### src/rtl/sprite_compositor_if.sv
// Pixel-side bundle of the sprite compositor: per-layer inputs plus the composited
// pixel and collision reporting outputs.
interface sprite_compositor_if #(
    parameter int NBR_LAYERS = 9,
    parameter int DATA_W     = 8
);
    localparam int SEL_W = $clog2(NBR_LAYERS);

    logic                         enb;
    logic                         frame_start;
    logic                         active;
    logic [NBR_LAYERS-1:0]        rden;
    logic [NBR_LAYERS*DATA_W-1:0] sprite_data;
    logic [NBR_LAYERS-1:0]        transp_en;
    logic [DATA_W-1:0]            pix_out;
    logic                         pix_valid;
    logic [SEL_W-1:0]             layer_sel;
    logic                         layer_hit;
    logic [NBR_LAYERS-1:0]        coll_live;
    logic [NBR_LAYERS-1:0]        coll_frame;
    logic                         coll_frame_valid;

    modport master (
        output enb, frame_start, active, rden, sprite_data, transp_en,
        input  pix_out, pix_valid, layer_sel, layer_hit,
               coll_live, coll_frame, coll_frame_valid
    );

    modport slave (
        input  enb, frame_start, active, rden, sprite_data, transp_en,
        output pix_out, pix_valid, layer_sel, layer_hit,
               coll_live, coll_frame, coll_frame_valid
    );
endinterface

### src/rtl/sprite_compositor.sv
// Two-stage priority compositor for stacked sprite layers, with per-frame
// accumulation of multi-layer overlaps (collisions).
module sprite_compositor #(
    parameter int                    NBR_LAYERS = 9,
    parameter int                    DATA_W     = 8,
    parameter logic [DATA_W-1:0]     TRANSP_KEY = 8'hE3,
    parameter logic [DATA_W-1:0]     BG_COLOR   = 8'h00,
    parameter logic [NBR_LAYERS-1:0] COLL_MASK  = {NBR_LAYERS{1'b1}}
) (
    input  logic               clk,
    input  logic               rst_n,
    sprite_compositor_if.slave bus
);
    localparam int SEL_W = $clog2(NBR_LAYERS);
    localparam logic [NBR_LAYERS-1:0] ONE = {{(NBR_LAYERS-1){1'b0}}, 1'b1};

    // True when at least two bits are set: clearing the lowest set bit leaves something.
    function automatic logic multi_hot(input logic [NBR_LAYERS-1:0] v);
        return (v & (v - ONE)) != {NBR_LAYERS{1'b0}};
    endfunction

    logic [NBR_LAYERS-1:0] opaque_s;
    logic [DATA_W-1:0]     win_data_s;
    logic [SEL_W-1:0]      win_idx_s;

    logic [NBR_LAYERS-1:0] opaque_q;
    logic                  active_q;
    logic [DATA_W-1:0]     win_data_q;
    logic [SEL_W-1:0]      win_idx_q;

    logic [DATA_W-1:0]     pix_out_q;
    logic                  pix_valid_q;
    logic [SEL_W-1:0]      layer_sel_q;
    logic                  layer_hit_q;

    logic [NBR_LAYERS-1:0] coll_m_s;
    logic [NBR_LAYERS-1:0] coll_hit_s;
    logic [NBR_LAYERS-1:0] coll_live_d, coll_live_q;
    logic [NBR_LAYERS-1:0] coll_frame_d, coll_frame_q;
    logic                  coll_fv_d, coll_fv_q;

    // Opacity per layer and priority pick; scanning high to low lets layer 0 win last.
    always_comb begin
        opaque_s   = {NBR_LAYERS{1'b0}};
        win_data_s = {DATA_W{1'b0}};
        win_idx_s  = {SEL_W{1'b0}};
        for (int i = NBR_LAYERS - 1; i >= 0; i--) begin
            opaque_s[i] = bus.rden[i] & ~(bus.transp_en[i] &
                          (bus.sprite_data[DATA_W*i +: DATA_W] == TRANSP_KEY));
            win_data_s  = opaque_s[i] ? bus.sprite_data[DATA_W*i +: DATA_W] : win_data_s;
            win_idx_s   = opaque_s[i] ? SEL_W'(i) : win_idx_s;
        end
    end

    // Collision bookkeeping; a hit coinciding with frame_start lands in the snapshot only.
    always_comb begin
        coll_m_s     = opaque_q & COLL_MASK & {NBR_LAYERS{active_q}};
        coll_hit_s   = multi_hot(coll_m_s) ? coll_m_s : {NBR_LAYERS{1'b0}};
        coll_live_d  = coll_live_q;
        coll_frame_d = coll_frame_q;
        coll_fv_d    = 1'b0;
        if (bus.enb) begin
            if (bus.frame_start) begin
                coll_frame_d = coll_live_q | coll_hit_s;
                coll_live_d  = {NBR_LAYERS{1'b0}};
                coll_fv_d    = 1'b1;
            end else begin
                coll_live_d  = coll_live_q | coll_hit_s;
            end
        end else begin
            coll_live_d  = coll_live_q;
        end
    end

    // Stage 1 and stage 2 pipeline registers.
    always_ff @(posedge clk) begin
        if (!rst_n) begin
            opaque_q    <= {NBR_LAYERS{1'b0}};
            active_q    <= 1'b0;
            win_data_q  <= {DATA_W{1'b0}};
            win_idx_q   <= {SEL_W{1'b0}};
            pix_out_q   <= {DATA_W{1'b0}};
            pix_valid_q <= 1'b0;
            layer_sel_q <= {SEL_W{1'b0}};
            layer_hit_q <= 1'b0;
        end else if (bus.enb) begin
            opaque_q    <= opaque_s;
            active_q    <= bus.active;
            win_data_q  <= win_data_s;
            win_idx_q   <= win_idx_s;
            pix_valid_q <= active_q;
            layer_hit_q <= |opaque_q;
            layer_sel_q <= (|opaque_q) ? win_idx_q : {SEL_W{1'b0}};
            pix_out_q   <= !active_q   ? {DATA_W{1'b0}} :
                           (|opaque_q) ? win_data_q : BG_COLOR;
        end else begin
            opaque_q    <= opaque_q;
            pix_out_q   <= pix_out_q;
        end
    end

    // Collision state registers.
    always_ff @(posedge clk) begin
        if (!rst_n) begin
            coll_live_q  <= {NBR_LAYERS{1'b0}};
            coll_frame_q <= {NBR_LAYERS{1'b0}};
            coll_fv_q    <= 1'b0;
        end else begin
            coll_live_q  <= coll_live_d;
            coll_frame_q <= coll_frame_d;
            coll_fv_q    <= coll_fv_d;
        end
    end

    assign bus.pix_out          = pix_out_q;
    assign bus.pix_valid        = pix_valid_q;
    assign bus.layer_sel        = layer_sel_q;
    assign bus.layer_hit        = layer_hit_q;
    assign bus.coll_live        = coll_live_q;
    assign bus.coll_frame       = coll_frame_q;
    assign bus.coll_frame_valid = coll_fv_q;
endmodule

### src/flat_wrapper.sv
// flat-port wrapper written by rule: the top's interface ports become plain ports
module sprite_compositor_flat 
#(
    parameter int                    NBR_LAYERS = 9,
    parameter int                    DATA_W     = 8,
    parameter logic [DATA_W-1:0]     TRANSP_KEY = 8'hE3,
    parameter logic [DATA_W-1:0]     BG_COLOR   = 8'h00,
    parameter logic [NBR_LAYERS-1:0] COLL_MASK  = {NBR_LAYERS{1'b1}}
)
  (clk, rst_n, bus_enb, bus_frame_start, bus_active, bus_rden, bus_sprite_data, bus_transp_en, bus_pix_out, bus_pix_valid, bus_layer_sel, bus_layer_hit, bus_coll_live, bus_coll_frame, bus_coll_frame_valid);
  sprite_compositor_if #(.NBR_LAYERS(NBR_LAYERS), .DATA_W(DATA_W)) bus_i ();
  input  logic clk;
  input  logic rst_n;
  input wire logic [$bits(bus_i.enb)-1:0] bus_enb;
  input wire logic [$bits(bus_i.frame_start)-1:0] bus_frame_start;
  input wire logic [$bits(bus_i.active)-1:0] bus_active;
  input wire logic [$bits(bus_i.rden)-1:0] bus_rden;
  input wire logic [$bits(bus_i.sprite_data)-1:0] bus_sprite_data;
  input wire logic [$bits(bus_i.transp_en)-1:0] bus_transp_en;
  output wire logic [$bits(bus_i.pix_out)-1:0] bus_pix_out;
  output wire logic [$bits(bus_i.pix_valid)-1:0] bus_pix_valid;
  output wire logic [$bits(bus_i.layer_sel)-1:0] bus_layer_sel;
  output wire logic [$bits(bus_i.layer_hit)-1:0] bus_layer_hit;
  output wire logic [$bits(bus_i.coll_live)-1:0] bus_coll_live;
  output wire logic [$bits(bus_i.coll_frame)-1:0] bus_coll_frame;
  output wire logic [$bits(bus_i.coll_frame_valid)-1:0] bus_coll_frame_valid;
  assign bus_i.enb = bus_enb;
  assign bus_i.frame_start = bus_frame_start;
  assign bus_i.active = bus_active;
  assign bus_i.rden = bus_rden;
  assign bus_i.sprite_data = bus_sprite_data;
  assign bus_i.transp_en = bus_transp_en;
  assign bus_pix_out = bus_i.pix_out;
  assign bus_pix_valid = bus_i.pix_valid;
  assign bus_layer_sel = bus_i.layer_sel;
  assign bus_layer_hit = bus_i.layer_hit;
  assign bus_coll_live = bus_i.coll_live;
  assign bus_coll_frame = bus_i.coll_frame;
  assign bus_coll_frame_valid = bus_i.coll_frame_valid;
  sprite_compositor #(.NBR_LAYERS(NBR_LAYERS), .DATA_W(DATA_W), .TRANSP_KEY(TRANSP_KEY), .BG_COLOR(BG_COLOR), .COLL_MASK(COLL_MASK)) u_core (.clk(clk), .rst_n(rst_n), .bus(bus_i));
endmodule
### config.mk
export PLATFORM = sky130hd
export DESIGN_NAME = sprite_compositor_flat
export DESIGN_NICKNAME = d
export VERILOG_FILES = /design/src/rtl/sprite_compositor_if.sv /design/src/rtl/sprite_compositor.sv /design/src/flat_wrapper.sv
export SDC_FILE = /design/constraint.sdc
export NUM_CORES = 1
export LEC_CHECK = 0
export ABC_CLOCK_PERIOD_IN_PS = 3000
export BUFFER_PORTS_ARGS = -buffer_cell sky130_fd_sc_hd__buf_4
export CAP_MARGIN = 20
export CORE_MARGIN = 8
export CORE_UTILIZATION = 53
export DETAILED_ROUTE_END_ITERATION = 8
export PLACE_DENSITY = 0.85
export SETUP_SLACK_MARGIN = 0.02
export SLEW_MARGIN = 20
export SYNTH_ARGS = -nofsm -noshare
export SYNTH_HDL_FRONTEND = slang
export SYNTH_SLANG_ARGS = --single-unit
export TNS_END_PERCENT = 1
### constraint.sdc
create_clock -name clk -period 3 [get_ports clk]
set_input_delay 0.6 -clock clk [delete_from_list [all_inputs] [get_ports clk]]
set_output_delay 0.6 -clock clk [all_outputs]
set_load 0.005 [all_outputs]
# After elaboration in Yosys (flattened, before gate mapping)
# Cells that the tools add are included.
# W data, S select, Z words.
[op_classes] n_eq_ne=9 bitwise_logic=30 addsub=1 muxes=24 reduce_logical=4
[ops] op="$mux W8" count=11
[ops] op="$eq A8 B8 Y1 const B" count=9
[ops] op="$mux W4" count=10
[ops] op="$and A1 B1 Y1" count=18
[ops] op="$and A9 B9 Y9" count=2
[ops] op="$mux W9" count=2
[ops] op="$not A1 Y1" count=9
[ops] op="$or A9 B9 Y9" count=1
[ops] op="$reduce_bool A9 Y1" count=1
[ops] op="$reduce_or A9 Y1" count=1
[ops] op="$sub A9 B1 Y9 const B" count=1
[ops] op="$reduce_and A2 Y1" count=2
[ops] op="$mux W1" count=1
[word_totals] out_inout_bits=33 in_bits=95 regBits=55

# Logic depth before layout (Yosys ltp)
# Gate-level depths: netlist of the first run.
[logic_depth] ltp_word=13 depth_mapped=8 depth_no_buf=5

# Worst setup path before layout of the first run
# Ideal clock, no wire load.
[synth_path] kind="input port to flip-flop" startpoint="input port bus_sprite_data[18]" endpoint="register u_core.win_data_q[5]" arrival_time_ns=2.156 stages=5 setup_slack_ns=0.761 path_cell_list="or2_4 o41ai_4 nand2_4 or4_1 o221ai_1"
[synth_between] elab_chain_len=7
[synth_rtl] element="start: declaration" line_no="flat_wrapper.sv:18" text="input wire logic [$bits(bus_i.sprite_data)-1:0] bus_sprite_data;"
[synth_rtl] element="$eq A8 B8 Y1" line_no="sprite_compositor.sv:49" text="(bus.sprite_data[DATA_W*i +: DATA_W] == TRANSP_KEY));"
[synth_rtl] element="$and A1 B1 Y1" line_no="sprite_compositor.sv:48" text="opaque_s[i] = bus.rden[i] & ~(bus.transp_en[i] &"
[synth_rtl] element="$not A1 Y1" line_no="sprite_compositor.sv:48"
[synth_rtl] element="$and A1 B1 Y1" line_no="sprite_compositor.sv:48"
[synth_rtl] element="$mux W8 (3 in a row)" line_no="sprite_compositor.sv:50" text="win_data_s = opaque_s[i] ? bus.sprite_data[DATA_W*i +: DATA_W] : win_data_s;"
[synth_rtl] element="end signal: assignment" line_no="sprite_compositor.sv:80" text="win_data_q <= {DATA_W{1'b0}};"
[synth_rtl] element="end signal: assignment" line_no="sprite_compositor.sv:89" text="win_data_q <= win_data_s;"
[synth_rtl] element="end: declaration" line_no="sprite_compositor.sv:28" text="logic [DATA_W-1:0] win_data_q;"
# Every way passes these cells.
# A chain may end at the register's enable or synchronous reset.

# Final worst setup path of the first run
[layout_path] startpoint="register u_core.opaque_q[0]" endpoint="register u_core.coll_frame_q[0] (netlist: u_core.bus.coll_frame[0])"
[layout_between] elab_chain_len=6
[layout_rtl] element="start: declaration" line_no="sprite_compositor.sv:26" text="logic [NBR_LAYERS-1:0] opaque_q;"
[layout_rtl] element="start signal: assignment" line_no="sprite_compositor.sv:78" text="opaque_q <= {NBR_LAYERS{1'b0}};"
[layout_rtl] element="start signal: assignment" line_no="sprite_compositor.sv:87" text="opaque_q <= opaque_s;"
[layout_rtl] element="start signal: assignment" line_no="sprite_compositor.sv:97" text="opaque_q <= opaque_q;"
[layout_rtl] element="$and A9 B9 Y9 *" line_no="sprite_compositor.sv:57" text="coll_m_s = opaque_q & COLL_MASK & {NBR_LAYERS{active_q}};"
[layout_rtl] element="$sub A9 B1 Y9" line_no="sprite_compositor.sv:19" text="return (v & (v - ONE)) != {NBR_LAYERS{1'b0}};"
[layout_rtl] element="$and A9 B9 Y9" line_no="sprite_compositor.sv:19"
[layout_rtl] element="$reduce_bool A9 Y1" line_no="sprite_compositor.sv:19"
[layout_rtl] element="$mux W9 *" line_no="sprite_compositor.sv:58" text="coll_hit_s = multi_hot(coll_m_s) ? coll_m_s : {NBR_LAYERS{1'b0}};"
[layout_rtl] element="$or A9 B9 Y9 *" line_no="sprite_compositor.sv:64" text="coll_frame_d = coll_live_q | coll_hit_s;"
[layout_rtl] element="end signal: assignment" line_no="sprite_compositor.sv:106" text="coll_frame_q <= {NBR_LAYERS{1'b0}};"
[layout_rtl] element="end signal: assignment" line_no="sprite_compositor.sv:110" text="coll_frame_q <= coll_frame_d;"
[layout_rtl] element="end: declaration" line_no="sprite_compositor.sv:39" text="logic [NBR_LAYERS-1:0] coll_frame_d, coll_frame_q;"
# Mark *: on every way between the ends. The rest lies on a longest branch, timed or not.

==> run metrics, run 1 <==
status complete, no violations; # fillers 516; Worst Reg-to-Reg Cells 4; post-cts sizing count 0; Hold Vio Cnt, Final 0; crit path max fanout 8; syn_nets slightly below 500; CTS Root Cell clkbuf_8; Power Density ~350 nW/um^2; Top Ports 128; number of flops mapped to enable cells by yosys 0; #FFs+latches synth 55; Worst VDD drop ~0.00037 V; hold_buf cts 0; Final Instance Area between 4000 and 5000 um^2; crit path cell chain or4_1 -> o31ai_1 -> o21a_1 -> o21ai_1; count of pins over their slew limit 0; Crit path required time 3.19 ns; largest net degree at the start of global routing 41; Num CTS Buffers 5; Setup violations, final 0; post-synthesis async set-or-reset flop share 0%; CP Capture Type flip-flop; placed cell area 4350 um^2; vias per cell between 6 and 7; Multi-input gate area between 2000 and 2500 um^2; slowest CP cell or4_1; Area growth, synth to finish 33.9%; RSZ-0062 raised after global routing no; number of global-route vias before repair between 3000 and 4000; TritonCTS Sinks 55; Leak around 0.0018 uW; area of the die 9030 um^2; hold crit path type reg -> reg; main area contributors after synthesis dfxtp_1 (33%), a22oi_1 (4.5%), nor2b_1 (4.3%); Slew @ Worst Pin 0.858 ns; crit path kind reg -> reg; Post-synth top cells dfxtp_1 (55), nand2_1 (31), nor2b_1 (23), a22oi_1 (20), clkbuf_1 (18); met1 Resource Use GR between 30% and 40%; Avg WL per Cell between 15 and 20 um; clock slew seen by the registers of the worst setup and hold paths around 0.10 ns; PnR worst setup slack around 0.77 ns; Pre-antenna DRT Iters 5; initial core utilization a little over half; register area 1100 um^2; GRT Overall Usage approximately a quarter; GRT overflow 0; # Post-CTS Setup Buffers 0; Setup Skew between 0.006 and 0.007 ns; Post-Place Cells just under 600; Hold Path Depth 1; fraction of layout cells with a size suffix above 1 around 31%; Routed WL ~11000 um; Cells after Synth about 390; Site Rows 29; Post-layout nets around 600; Yosys top cell by area dfxtp_1; Yosys cell types about 70; headroom to the max-slew limit between 40% and 50%; Avg Inst Size Synth between 8 and 9 um^2; Synth top area share about a third; met3 Resource Use GR 4.72%; max cap viols 0; period utilization around 74%; top_reg_cell synth dfxtp_1; busiest grt layer met2; CP startpoint kind flip-flop; first-pass GRT wire length roughly 18000 um; Clk Latency, worst-skew pair 0.31 ns; Arr. time, crit path between 2 and 2.5 ns; Die Width roughly 95 um; setup TNS 0 ns; Max Clk Rate 449 MHz; clock tree from TritonCTS yes; fin util between 70 and 80%; Tmin final around 2.2 ns; Post-Syn Area 3310 um^2; most frequent cell after synthesis dfxtp_1; H-tree levels 2; clk buf depth 2; met2 usage between 40% and 50%; biggest cell delay along the critical path ~0.63 ns; Via Count roughly 3700; hpwl dp about 9000 um; Buf+Inv Stages, Crit Path 0; initial drt markers 268; register area share after synthesis between 30 and 40%; Crit path depth 4; kind of cell adding the most delay to the critical path compound AO/OA/AOI/OAI gates; Port Buffer Count 127; ANT cells 0; core area between 6000 and 7000 um^2; DRC 0; initial antenna violation count 0; Final Non-Filler Cells between 500 and 600; Setup WS pre-CTS around 0.52 ns; GP Congestion about 0.98; remaining antenna violation count 0; die height between 90 and 100 um; synth warn 0
flip-flops by register name (all words and copies together) (netlist names):
name                         cells
u_core.bus.pix_valid             1
u_core.bus.layer_hit             1
u_core.opaque_q                  9
u_core.win_idx_q                 4
u_core.bus.coll_frame_valid      1
u_core.bus.layer_sel             4
u_core.win_data_q                8
u_core.bus.pix_out               8
u_core.bus.coll_live             9
u_core.bus.coll_frame            9
u_core.active_q                  1
power breakdown:
part	total, uW	switching (uW)	internal (uW)
logic	368	190	178
clock network	401	237	164
registers	777	23.0	754
total	1550	450	1100
worst register-to-register path, cell delays in order, from the launching register on:
cell	delay, ns
dfxtp_1	0.36
or4_1	0.63
o31ai_1	0.57
o21a_1	0.43
o21ai_1	0.13
final timing paths:
path	from	endpoint	slack, ns
setup / recovery	u_core.opaque_q[0]	u_core.bus.coll_frame[0]	0.77
hold / removal	u_core.bus.coll_frame[8]	u_core.bus.coll_frame[8]	0.49
setup reg to reg	u_core.opaque_q[0]	u_core.bus.coll_frame[0]	0.77
hold reg to reg	u_core.bus.coll_frame[8]	u_core.bus.coll_frame[8]	0.49
layout make-up:
cell class                      instances  area share (%)
Multi-Input combinational cell        294            46.7
Sequential cell                        55            24.8
Timing Repair Buffer                  136            23.0
Tap cell                               77            2.17
Clock buffer                            6            1.64
Inverter                               16            1.35
Clock inverter                          2           0.282
per-layer routing:
layer / share of wire (%) / vias up
li1: - / 1748
met1: 42 / 1757
met2: 51 / 139
met3: 6.1 / 14
met4: 1.2 / 0
met5: 0 / -
layout by cell type (no fill, tap or decap), types with 4 or more instances in the layout:
cell / n
buf_4: 136
dfxtp_1: 55
nand2_1: 31
nor2b_1: 23
a22oi_1: 20
a21oi_1: 17
inv_1: 15
nand3_1: 15
o21ai_1: 11
nor2_1: 10
o211ai_1: 10
a32o_1: 10
and2_1: 9
o21ai_0: 9
mux2i_1: 9
nand4_1: 6
o31a_1: 6
or3_1: 5
nand2b_1: 5
and3_1: 5
a211oi_1: 5
o21a_1: 5
clkbuf_8: 5
or4_1: 4
o31ai_1: 4
o311ai_0: 4
kinds of logic after synthesis:
family / Yosys count / share of synthesized area [%]
buf+inv: 37 / 4.23
mux: 9 / 2.72
compound gates: 144 / 33.9
simple gates: 139 / 25.3
fa+ha+maj: 2 / 0.604
flops: 55 / 33.2
metrics by stage:
stage                     power (uW)  hold slack (ns)
after global routing            1620            0.528
after global placement          1150            0.467
final                           1550            0.494
after floorplan                  964            0.462
after CTS                       1540            0.502
after detailed placement        1150            0.474
(Power assumes the default switching activity.)
==> inputs of run 2 (changes only) <==
Settings changed: ABC_CLOCK_PERIOD_IN_PS 3000 to 2000, CORE_UTILIZATION 53 to 45, PLACE_DENSITY 0.85 to 0.76.
Clock period 3 ns to 2 ns, I/O delays scaled along.
==> run metrics, run 2 (synthesis gave the netlist of run 1 again) <==
initial drt markers between 200 and 300; setup slack, reg-to-reg 0.03 ns; core area approximately 7200 um^2; Avg WL per Cell around 18 um; count of pins over their slew limit 0; met3 Resource Use GR 6.32%; Num CTS Buffers 5; hold crit path type in -> reg; CP Capture Type flip-flop; initial antenna violation count 0; Post-layout nets 648; fraction of layout cells with a size suffix above 1 roughly 38%; number of global-route vias before repair about 4000; Routed WL roughly 12000 um; slowest CP cell or4_4; max cap viols 0; DRC 0; crit path max fanout 8; initial core utilization a little under half; Setup violations, final 0; WHS Endpoint u_core.active_q; GP Congestion around 0.96; crit path kind reg -> reg; Leak 0.00203 uW; Die Width ~100 um; Worst VDD drop ~0.00029 V; GRT Overall Usage a little under a quarter; Power Density around 510 nW/um^2; hpwl dp ~9400 um; Hold Vio Cnt, Final 0; WHS just under 0.4 ns; commonest non-fill, non-tap cells in the layout buf_4 (181), dfxtp_1 (55), nand2_1 (31), nor2b_1 (23), a22oi_1 (20); Clk Latency, worst-skew pair 0.32 ns; Area growth, synth to finish 46.2%; Crit path required time 2.21 ns; crit path cell chain or4_4 -> buf_4 -> o31ai_1 -> buf_4 -> o21ai_4 -> a32o_1; Hold Path Origin bus_active; clock tree from TritonCTS yes; clock slew seen by the registers of the worst setup and hold paths between 0.1 and 0.15 ns; hold_buf cts 0; Port Buffer Count ~130; met2 usage 39.1%; RSZ-0062 raised after global routing yes; met1 Resource Use GR between 20% and 30%; area of the die 10400 um^2; Pre-antenna DRT Iters 4; remaining antenna violation count 0; vias per cell 5.87; CTS Root Cell clkbuf_8; biggest cell delay along the critical path between 0.5 and 0.6 ns; Site Rows 31; commonest non-fill, non-tap cell in the layout buf_4; ANT cells 0; largest net degree at the start of global routing 39; first-pass GRT wire length around 19000 um; die height roughly 100 um; TritonCTS Sinks 55; Worst Reg-to-Reg Cells 6; CP startpoint kind flip-flop; Top cell by count, worst path buf_4; Setup Skew between 0.01 and 0.015 ns; Arr. time, crit path around 2.2 ns; # fillers about 630; # Post-CTS Setup Buffers 0; status complete, no violations; Slew @ Worst Pin just under 0.5 ns; headroom to the max-slew limit around two thirds; post-route total power between 2000 and 2500 uW; busiest grt layer met2; H-tree levels 2; Max Clk Rate 507 MHz; period utilization a little over nine tenths; worst flop-to-flop path startpoint u_core.opaque_q[0]; Hold Path Depth 3; Top Ports 128; Tmin final between 1.5 and 2 ns; Via Count between 3000 and 4000; clk buf depth 2; RR Endpoint u_core.bus.coll_live[3]; GRT overflow 0
-- run 2: how the worst max path moves through the flow --
stage          slack, ns                       end  depth (start not counted)                 from
2_1_floorplan      0.009      u_core.win_data_q[6]                          6  bus_sprite_data[59]
3_3_place_gp       -0.16      u_core.win_data_q[5]                          6  bus_sprite_data[59]
3_5_place_dp       -0.19      u_core.win_data_q[5]                          6  bus_sprite_data[59]
4_1_cts             0.02   u_core.bus.coll_live[2]                          5   u_core.opaque_q[0]
5_1_grt           -0.006  u_core.bus.coll_frame[2]                          6   u_core.opaque_q[0]
6_report            0.03   u_core.bus.coll_live[3]                          6   u_core.opaque_q[0]
-- run 2: worst max-delay path, delay by kind of cell (launching register included) --
family	cells	cell delay, ns
flops	1	0.33
buf+inv	2	0.37
simple gates	1	0.55
compound gates	3	0.63
-- run 2: layer usage --
metal | share of wire (%) | vias up
met4 | 2.2 | 0
met2 | 50 | 173
met5 | 0 | -
met1 | 40 | 1800
li1 | - | 1838
met3 | 8.2 | 23
-- run 2: stage by stage --
stage	util [%]	cells	cell area, um^2	worst slack [ns]	TNS [ns]
finish	67.5	653	4840	0.0267	0
floorplan	-	386	3310	0.00852	0
detailed placement	65.7	645	4710	-0.193	-1.50
global placement	65.7	645	4710	-0.159	-0.822
global route	67.5	653	4840	-0.00587	-0.00902
CTS	67.3	653	4830	0.0201	0
-- run 2: power by group --
group	switching (uW)	internal [uW]	total (uW)
sequential	33.1	1130	1160
combinational	309	330	638
clock	402	261	663
total	744	1720	2460
-- run 2: timing repair --
| item | in CTS | in global routing |
|---|---|---|
| endpoints found under the hold margin | 0 | 0 |
| resized for setup | 5 | 3 |
| pin swaps | 1 | 3 |
| endpoints found under the setup margin | 24 | 23 |
-- run 2: area by class of cell --
cell class                 count  area [um^2]  share of cell area [%]
clock buffer                   5         68.8                    1.42
clock inverter                 3         28.8                   0.594
timing repair buffer         181         1360                    28.1
inverter                      16         60.1                    1.24
sequential                    55         1100                    22.7
multi-input combinational    294         2100                    43.4
tap                           99          124                    2.56
==> inputs of run 3 (changes only) <==
Settings changed: GPL_TIMING_DRIVEN from default to 0.
==> run metrics, run 3 (synthesis gave the netlist of run 1 again) <==
status complete, no violations; Port Buffer Count ~120; GRT overflow 0; Num CTS Buffers 5; RSZ-0062 raised after global routing yes; Pre-antenna DRT Iters 5; CP startpoint kind input pin; Slew @ Worst Pin 0.719 ns; Setup Skew roughly 0.0059 ns; clock slew seen by the registers of the worst setup and hold paths 0.09 ns; period utilization about 99%; TritonCTS Sinks 55; Tmin final slightly below 2 ns; hold_buf cts 0; DRC 0; hold crit path type in -> reg; Crit path required time between 2 and 2.5 ns; WHS Endpoint u_core.active_q; CTS Root Cell clkbuf_8; H-tree levels 2; initial antenna violation count 0; core area between 7000 and 8000 um^2; crit path max fanout 10; biggest cell delay along the critical path between 0.5 and 0.6 ns; commonest non-fill, non-tap cell in the layout buf_4; Routed WL approximately 12000 um; first-pass GRT wire length around 18000 um; GRT Overall Usage between 20% and 30%; Worst VDD drop roughly 0.00027 V; RR Endpoint u_core.bus.coll_live[2]; Setup violations, final 0; vias per cell 6.11; Post-layout nets about 610; slowest CP cell or4b_1; Multi-input gate area 2180 um^2; worst flop-to-flop path startpoint u_core.opaque_q[0]; register area ~1100 um^2; Clk Latency, worst-skew pair 0.30 ns; Leak 0.00181 uW; count of pins over their slew limit 0; Die Width between 100 and 150 um; hpwl dp a little over 9000 um; GP Congestion between 0.9 and 1; Hold Path Origin bus_active; Hold Path Depth 3; ANT cells 0; area of the die between 10000 and 15000 um^2; crit path kind in -> reg; commonest non-fill, non-tap cells in the layout buf_4 (125), dfxtp_1 (52), nand2_1 (31), nor2b_1 (23), a22oi_1 (19); Avg WL per Cell 18.8 um; # fillers between 600 and 700; Worst Reg-to-Reg Cells 5; crit path cell chain buf_4 -> or4b_1 -> o31a_1 -> buf_2 -> and3_1 -> a211oi_1 -> o211ai_1; clk buf depth 2; clock tree from TritonCTS yes; Hold Vio Cnt, Final 0; die height a little over 100 um; max cap viols 0; Top Ports 128; largest net degree at the start of global routing 16; Area growth, synth to finish 38.4%; CP Capture Type flip-flop; number of global-route vias before repair 3805; fraction of layout cells with a size suffix above 1 about a third; Arr. time, crit path between 2 and 2.5 ns; initial core utilization between 40% and 50%; Max Clk Rate between 500 and 600 MHz; fin util 63.9%; Power Density 515 nW/um^2; setup slack, reg-to-reg ~0.023 ns; Site Rows 31; remaining antenna violation count 0; Via Count between 3000 and 4000; post-route total power about 2400 uW; headroom to the max-slew limit 52.0%; initial drt markers between 200 and 300
==> run 3: cell count changes in the layout (fill, tap and decap cells not counted), sizes merged <==
cell	change
buf	-53
clkbuf	+19
clkinv	-1
inv	-1
==> run 3: metrics by stage <==
| step | instance area [um^2] | hold slack [ns] | TNS [ns] | setup WS [ns] | std cells |
|---|---|---|---|---|---|
| floorplan | 3310 | 0.462 | 0 | 0.00852 | 386 |
| global placement | 4370 | 0.470 | -6.05 | -0.400 | 609 |
| detailed placement | 4370 | 0.471 | -7.11 | -0.403 | 609 |
| CTS | 4500 | 0.368 | 0 | 0.0211 | 617 |
| global route | 4580 | 0.403 | -0.449 | -0.0683 | 617 |
| finish | 4580 | 0.377 | 0 | 0.0230 | 617 |
==> run 3: power by group <==
| part | internal, uW | leakage [uW] | switching, uW |
|---|---|---|---|
| Sequential | 1130 | 0.000449 | 34.4 |
| Combinational | 277 | 0.00132 | 307 |
| Clock | 273 | 0.0000470 | 339 |
==> run 3: worst max path at each step <==
stage | depth (start not counted) | slack, ns | end | startpoint
after floorplan | 6 | 0.009 | u_core.win_data_q[6] | bus_sprite_data[59]
after global placement | 8 | -0.40 | u_core.win_data_q[1] | bus_sprite_data[3]
after detailed placement | 6 | -0.40 | u_core.win_data_q[5] | bus_sprite_data[66]
after CTS | 7 | 0.02 | u_core.win_data_q[6] | bus_sprite_data[59]
after global routing | 8 | -0.07 | u_core.win_data_q[3] | bus_enb
final | 7 | 0.02 | u_core.win_data_q[7] | bus_sprite_data[59]
==> run 3: layout make-up <==
class,instances,area share [%]
Clock buffer,6,1.80
Timing Repair Buffer,125,20.5
Clock inverter,1,0.109
Buffer,21,1.91
Inverter,16,1.31
Sequential cell,55,24.1
Tap cell,99,2.70
Multi-Input combinational cell,294,47.6
==> run 3: worst max-delay path: cells and delay by family <==
family	cells	cell delay, ns
and+or+nand+nor	2	0.73
AOI/OAI and AO/OA	3	0.71
buffers and inverters	2	0.31
==> run 3: per-layer routing <==
metal	global-route usage, %	wire length (um)	vias to the layer above
met5	0	0	-
met3	4.67	1100	27
met1	25.3	4380	1777
met2	38.8	5930	193
li1	-	-	1771
met4	5.96	204	0
==> run 3: repair_timing <==
action	4_1_cts	5_1_grt
pin swaps	5	6
resized for setup	14	15
endpoints found under the setup margin	31	34
buffers inserted	1	0
